[config.mk]
export PLATFORM = sky130hd
export DESIGN_NAME = trigger_unit
export DESIGN_NICKNAME = d
export VERILOG_FILES = /design/src/rtl/trigger_unit.sv
export SDC_FILE = /design/constraint.sdc
export NUM_CORES = 1
export LEC_CHECK = 0
export ABC_CLOCK_PERIOD_IN_PS = 7300
export CAP_MARGIN = 20
export CORE_MARGIN = 2
export CORE_UTILIZATION = 40
export CTS_BUF_LIST = sky130_fd_sc_hd__clkbuf_2 sky130_fd_sc_hd__clkbuf_4 sky130_fd_sc_hd__clkbuf_8
export CTS_CLUSTER_SIZE = 10
export DETAILED_ROUTE_END_ITERATION = 12
export MAX_ROUTING_LAYER = met4
export PLACE_DENSITY = 0.72
export SLEW_MARGIN = 20
export SYNTH_ARGS = -nofsm -noshare
export SYNTH_HDL_FRONTEND = slang
export SYNTH_SLANG_ARGS = --single-unit
[constraint.sdc]
create_clock -name clk -period 7.3 [get_ports clk]
set_input_delay 1.46 -clock clk [delete_from_list [all_inputs] [get_ports clk]]
set_output_delay 1.46 -clock clk [all_outputs]
set_load 0.02 [all_outputs]
[src/rtl/trigger_unit.sv]
// Configurable trigger engine: detects level / crossing / pattern conditions on a
// sampled stream and emits a delayed, width-programmable pulse followed by holdoff.
module trigger_unit #(
    parameter int unsigned WIDTH = 8,
    parameter int unsigned CNT_W = 8
) (
    input  logic             clk,
    input  logic             rst,
    input  logic [WIDTH-1:0] din,
    input  logic             din_valid,
    input  logic [WIDTH-1:0] level,
    input  logic [WIDTH-1:0] mask,
    input  logic [1:0]       mode,
    input  logic             arm,
    input  logic [CNT_W-1:0] delay,
    input  logic [CNT_W-1:0] pulse_len,
    input  logic [CNT_W-1:0] holdoff,
    output logic             armed,
    output logic             busy,
    output logic             trig_out,
    output logic [CNT_W-1:0] trig_count
);

    typedef enum logic [2:0] {
        S_IDLE,
        S_ARMED,
        S_DELAY,
        S_PULSE,
        S_HOLDOFF
    } state_t;

    localparam logic [CNT_W-1:0] CNT_ONE = CNT_W'(1);
    localparam logic [CNT_W-1:0] CNT_MAX = '1;

    state_t           state;
    state_t           state_nxt;
    logic [CNT_W-1:0] cnt;
    logic [CNT_W-1:0] cnt_nxt;
    logic [CNT_W-1:0] pl_lat;
    logic [CNT_W-1:0] ho_lat;
    logic [CNT_W-1:0] pl_eff;
    logic [WIDTH-1:0] prev;
    logic             prev_ok;
    logic             rearm_wait;
    logic             hit;
    logic             latch_cfg;
    logic             pulse_entry;

    assign pl_eff      = (pulse_len == '0) ? CNT_ONE : pulse_len;
    assign pulse_entry = (state_nxt == S_PULSE) && (state != S_PULSE);

    // Trigger condition; all comparisons unsigned, crossing modes need a valid prior sample.
    always_comb begin
        hit = 1'b0;
        if (din_valid) begin
            case (mode)
                2'd0:    hit = (din >= level);
                2'd1:    hit = prev_ok && (prev < level) && (din >= level);
                2'd2:    hit = prev_ok && (prev >= level) && (din < level);
                default: hit = ((din & mask) == (level & mask));
            endcase
        end
    end

    always_comb begin
        // NOTE: every variable gets a default before the case so no path leaves it unassigned (no latches).
        state_nxt = state;
        cnt_nxt   = cnt;
        latch_cfg = 1'b0;
        case (state)
            S_IDLE: begin
                if (arm) state_nxt = S_ARMED;
            end
            S_ARMED: begin
                if (!arm) begin
                    state_nxt = S_IDLE;
                end else if (hit && !rearm_wait) begin
                    latch_cfg = 1'b1;
                    if (delay != '0) begin
                        state_nxt = S_DELAY;
                        cnt_nxt   = delay - CNT_ONE;
                    end else begin
                        state_nxt = S_PULSE;
                        cnt_nxt   = pl_eff - CNT_ONE;
                    end
                end
            end
            S_DELAY: begin
                if (cnt == '0) begin
                    state_nxt = S_PULSE;
                    cnt_nxt   = pl_lat - CNT_ONE;
                end else begin
                    cnt_nxt = cnt - CNT_ONE;
                end
            end
            S_PULSE: begin
                if (cnt != '0) begin
                    cnt_nxt = cnt - CNT_ONE;
                end else if (ho_lat != '0) begin
                    state_nxt = S_HOLDOFF;
                    cnt_nxt   = ho_lat - CNT_ONE;
                end else begin
                    state_nxt = arm ? S_ARMED : S_IDLE;
                end
            end
            S_HOLDOFF: begin
                if (cnt != '0) cnt_nxt = cnt - CNT_ONE;
                else           state_nxt = arm ? S_ARMED : S_IDLE;
            end
            default: state_nxt = S_IDLE;
        endcase
    end

    always_ff @(posedge clk) begin
        // NOTE: state elements use non-blocking assignments so every flop samples pre-edge values.
        if (rst) begin
            state      <= S_IDLE;
            cnt        <= '0;
            pl_lat     <= '0;
            ho_lat     <= '0;
            prev       <= '0;
            prev_ok    <= 1'b0;
            rearm_wait <= 1'b0;
            armed      <= 1'b0;
            busy       <= 1'b0;
            trig_out   <= 1'b0;
            trig_count <= '0;
        end else begin
            state <= state_nxt;
            cnt   <= cnt_nxt;
            if (latch_cfg) begin
                pl_lat <= pl_eff;
                ho_lat <= holdoff;
            end
            if (din_valid) prev <= din;
            if (state == S_IDLE)  prev_ok <= 1'b0;
            else if (din_valid)   prev_ok <= 1'b1;
            // One dead ARMED cycle after a completed sequence sets the re-trigger period.
            rearm_wait <= (state_nxt == S_ARMED) &&
                          ((state == S_PULSE) || (state == S_HOLDOFF));
            armed    <= (state_nxt == S_ARMED);
            busy     <= (state_nxt == S_DELAY) || (state_nxt == S_PULSE) ||
                        (state_nxt == S_HOLDOFF);
            trig_out <= (state_nxt == S_PULSE);
            if (pulse_entry && (trig_count != CNT_MAX)) trig_count <= trig_count + CNT_ONE;
        end
    end

endmodule
==> Implementation_results.wiki <==
{| class="wikitable"
! Metric !! Value
|-
| Final Max Slew Viols || 0
|-
| Clock tree from TritonCTS || built
|-
| Maximum number of pins on one net before global-route repair || 47
|-
| Power Density || between 150 and 200 nW/um2
|-
| Endpoint type of the worst setup path || flip-flop
|-
| Final RePlAce weighted congestion || 0.962
|-
| Launching point of the worst reg2reg path || prev[5]
|-
| Max H-tree Level || 2
|-
| Worst EP arrival || 4.75 ns
|-
| Vias per cell || 5.56
|-
| Vias after detailed routing || between 3000 and 4000
|-
| Final setup slack of the worst path || 2.79 ns
|-
| Number of nets in the finished design || about 530
|-
| Count of buffers inserted at the top-level ports || 64
|-
| Die Outline Area || roughly 9000 um2
|-
| Slew HR || approximately 39%
|-
| TritonCTS buffer count || 5
|-
| Max Fclk || 222 MHz
|-
| DRC violation count after routing || 0
|-
| First-pass detailed-route iteration total || 4
|-
| Signed area change from the synthesized netlist to the final layout || 25.9%
|-
| Share of the synthesized area in the top cell type || a little under 30%
|-
| Cell depth of the worst hold path || 2
|-
| Setup tns final || 0 ns
|-
| Worst setup path endpoint || trig_count[7]
|-
| Gate count of the mapped netlist || ~400
|-
| Most area-hungry cell type in the Yosys netlist || sky130_fd_sc_hd__dfxtp_1
|-
| Synthesized Nets || 473
|-
| Final Core Density || roughly 53%
|-
| DRC marker count from the first detailed-route iteration || 151
|-
| Critical path's slowest cell || sky130_fd_sc_hd__clkdlybuf4s50_1
|-
| Req. time, crit path || 7.53 ns
|-
| Final hold vios || 0
|-
| Die span in x || about 94 um
|-
| Hold Path Class || flip-flop to flip-flop
|-
| Post-synthesis async set-or-reset flop share || 0%
|-
| Most repeated cell in the gate-level netlist after synthesis || sky130_fd_sc_hd__nor2_1
|-
| Number of enable-type register cells in the synthesized netlist || 0
|-
| Count of buffers added by post-CTS timing repair for setup || 0
|-
| Total Wirelength || between 8000 and 9000 um
|-
| Most frequent cell on the critical path || sky130_fd_sc_hd__a21oi_1
|-
| RSZ-0062 raised after global routing || no
|-
| Clock latency on the worst-skew pair || 0.30 ns
|-
| Clock transition time at the flip-flop clock pins of the worst setup and hold paths || about 0.090 ns
|-
| Synthesized area per cell || 8.19 um2
|-
| # hold bufs at CTS || 0
|-
| Total of warnings raised by yosys || 0
|-
| Number of global-route vias before repair || around 3000
|-
| Core region area || 7810 um2
|-
| Kind of critical path || input pin to flip-flop
|-
| Biggest fanout along the worst timing path || 20
|-
| Number of antenna violations at the first check in global routing || 0
|-
| Syn Std Cell Area || 3260 um2
|-
| Peak supply drop || 0.000106 V
|-
| All-layer global routing usage || between 10% and 20%
|-
| Final period utilization || 61.8%
|-
| DR WL/cell || 14.6 um
|-
| Top cells by area in the synthesized netlist || sky130_fd_sc_hd__dfxtp_1 29%, sky130_fd_sc_hd__mux2i_1 8.6%, sky130_fd_sc_hd__ha_1 8.1%
|-
| Cell leakage power || 1.61 nW
|-
| Number of sinks on the clock net || 48
|-
| Beginning of the critical path || level[7]
|-
| Worst slack, placed || 2.49 ns
|-
| Maximum single-stage delay on the critical path || 0.50 ns
|-
| Reported max-cap violation count || 0
|-
| Distinct cell type count of the synthesized netlist || 60
|-
| Ports || 65
|-
| Portion of the post-synthesis area used by sequential elements || between 20% and 30%
|-
| FF-to-FF setup slack || 4.23 ns
|-
| # resized after CTS || 0
|-
| Placed cell count || 552
|-
| Top cells by count, synth || 53 x sky130_fd_sc_hd__nor2_1, 48 x sky130_fd_sc_hd__dfxtp_1, 28 x sky130_fd_sc_hd__a21oi_1, 28 x sky130_fd_sc_hd__mux2i_1, 26 x sky130_fd_sc_hd__inv_1
|-
| Min cycle time layout || 4.51 ns
|-
| Worst Clk Skew || 0.00981 ns
|-
| Global-route wire length before repair || 13600 um
|-
| Number of cell instances on the worst register-to-register path || 10
|-
| Count of antenna diodes in the layout || 0
|-
| Proportion of layout cells with a drive suffix above 1 || 4.59%
|-
| HPWL after detailed placement || 6390 um
|-
| Initial core utilization || between 40% and 50%
|-
| Reg2reg end || trig_count[7]
|-
| Die Height || 94.3 um
|-
| Cell at the root of the clock tree || sky130_fd_sc_hd__clkbuf_8
|-
| Cell Count, Final, Fillers Out || 560
|-
| Count of antenna-violating nets left after detailed routing || 0
|-
| Remaining global-route overflow || 0
|-
| Total of flip-flops plus latches after synthesis || 48
|-
| Clock Path Buffers || 2
|-
| Worst setup SP type || input pin
|-
| Setup Viol. Count Final || 0
|-
| Synth Flop Type || sky130_fd_sc_hd__dfxtp_1
|-
| Cell chain of the critical path || clkdlybuf4s50_1 -> inv_1 -> ha_1 -> a21oi_1 -> o21ai_1 -> or3_1 -> a211o_1 -> a31oi_2 -> buf_4 -> o2111ai_2 -> or4_1 -> a21oi_1
|-
| Number of placement rows || 32
|-
| Slew at the pin closest to its max-slew limit || around 0.92 ns
|-
| Run status || finished clean
|}
-- metrics by stage --
step	power, W	hold slack, ns	instance area (um2)
after floorplan	0.000351	0.459	3260
after global placement	0.000402	0.484	3960
after detailed placement	0.000404	0.484	3960
after CTS	0.000633	0.499	4100
after global routing	0.000659	0.522	4100
final	0.000630	0.500	4100
-- final cells by class --
type / instances / area [um2]
fill: 750 / 3710
multi-input combinational: 310 / 2120
sequential: 48 / 961
timing repair buffer: 66 / 656
tap: 102 / 128
inverter: 26 / 97.6
clock buffer: 5 / 68.8
clock inverter: 3 / 68.8
-- worst min path at each step --
stage	endpoint	slack, ns	from
2_1_floorplan	cnt[1]	0.46	cnt[1]
3_3_place_gp	prev[0]	0.48	prev[0]
3_5_place_dp	cnt[1]	0.48	cnt[1]
4_1_cts	cnt[1]	0.50	cnt[1]
5_1_grt	cnt[1]	0.52	cnt[1]
6_report	cnt[1]	0.50	cnt[1]
-- cells in the final DEF (no fill, tap or decap), types with 5 or more instances in the layout --
cell type / Yosys / layout
sky130_fd_sc_hd__xnor2_1: 11 / 11
sky130_fd_sc_hd__clkbuf_8: 0 / 5
sky130_fd_sc_hd__o22ai_1: 5 / 5
sky130_fd_sc_hd__or4_1: 5 / 5
sky130_fd_sc_hd__nand2_1: 18 / 18
sky130_fd_sc_hd__o21ai_0: 17 / 17
sky130_fd_sc_hd__nor4_1: 6 / 6
sky130_fd_sc_hd__a21oi_1: 28 / 28
sky130_fd_sc_hd__dfxtp_1: 48 / 48
sky130_fd_sc_hd__xor2_1: 17 / 17
sky130_fd_sc_hd__inv_1: 26 / 26
sky130_fd_sc_hd__nand3_1: 11 / 11
sky130_fd_sc_hd__nor3_1: 16 / 16
sky130_fd_sc_hd__clkdlybuf4s50_1: 0 / 64
sky130_fd_sc_hd__mux2i_1: 28 / 28
sky130_fd_sc_hd__or3_1: 5 / 5
sky130_fd_sc_hd__ha_1: 21 / 21
sky130_fd_sc_hd__nor2_1: 53 / 53
-- flip-flops by register name (all words and copies together) (netlist names) --
signal      cells
prev            8
trig_count      8
ho_lat          8
cnt             8
rearm_wait      1
armed           1
state           3
prev_ok         1
trig_out        1
busy            1
pl_lat          8
-- where the power goes --
part	internal [W]	switching (W)
Combinational	0.0000626	0.0000624
Clock	0.000138	0.0000928
Sequential	0.000268	0.00000626
-- logic make-up (layout without fill, tap and decap cells) --
kind of cell / after synthesis / after routing / share of synthesized area (%)
flip-flops: 48 / 48 / 29.5
XOR/XNOR: 28 / 28 / 7.53
AND/OR/NAND/NOR: 138 / 138 / 21.0
buffers and inverters: 40 / 100 / 5.38
AO/OA/AOI/OAI: 95 / 95 / 20.0
adder cells (fa/ha/maj): 21 / 21 / 8.06
multiplexers: 28 / 28 / 8.60
-- per-layer routing --
metal	global-route usage, %	up-vias	part of all wire, %
li1	-	1561	-
met4	5.92	0	1.9
met1	24.2	1443	45
met3	3.05	17	5.7
met2	32.6	94	48
met5	-	-	0
-- worst max-delay path, delay by kind of cell --
family	cells	cell delay, ns
fa+ha+maj	1	0.31
simple gates	2	0.84
buf+inv	3	0.91
compound gates	6	1.22
No activity file was read; power rests on OpenSTA's default activity.
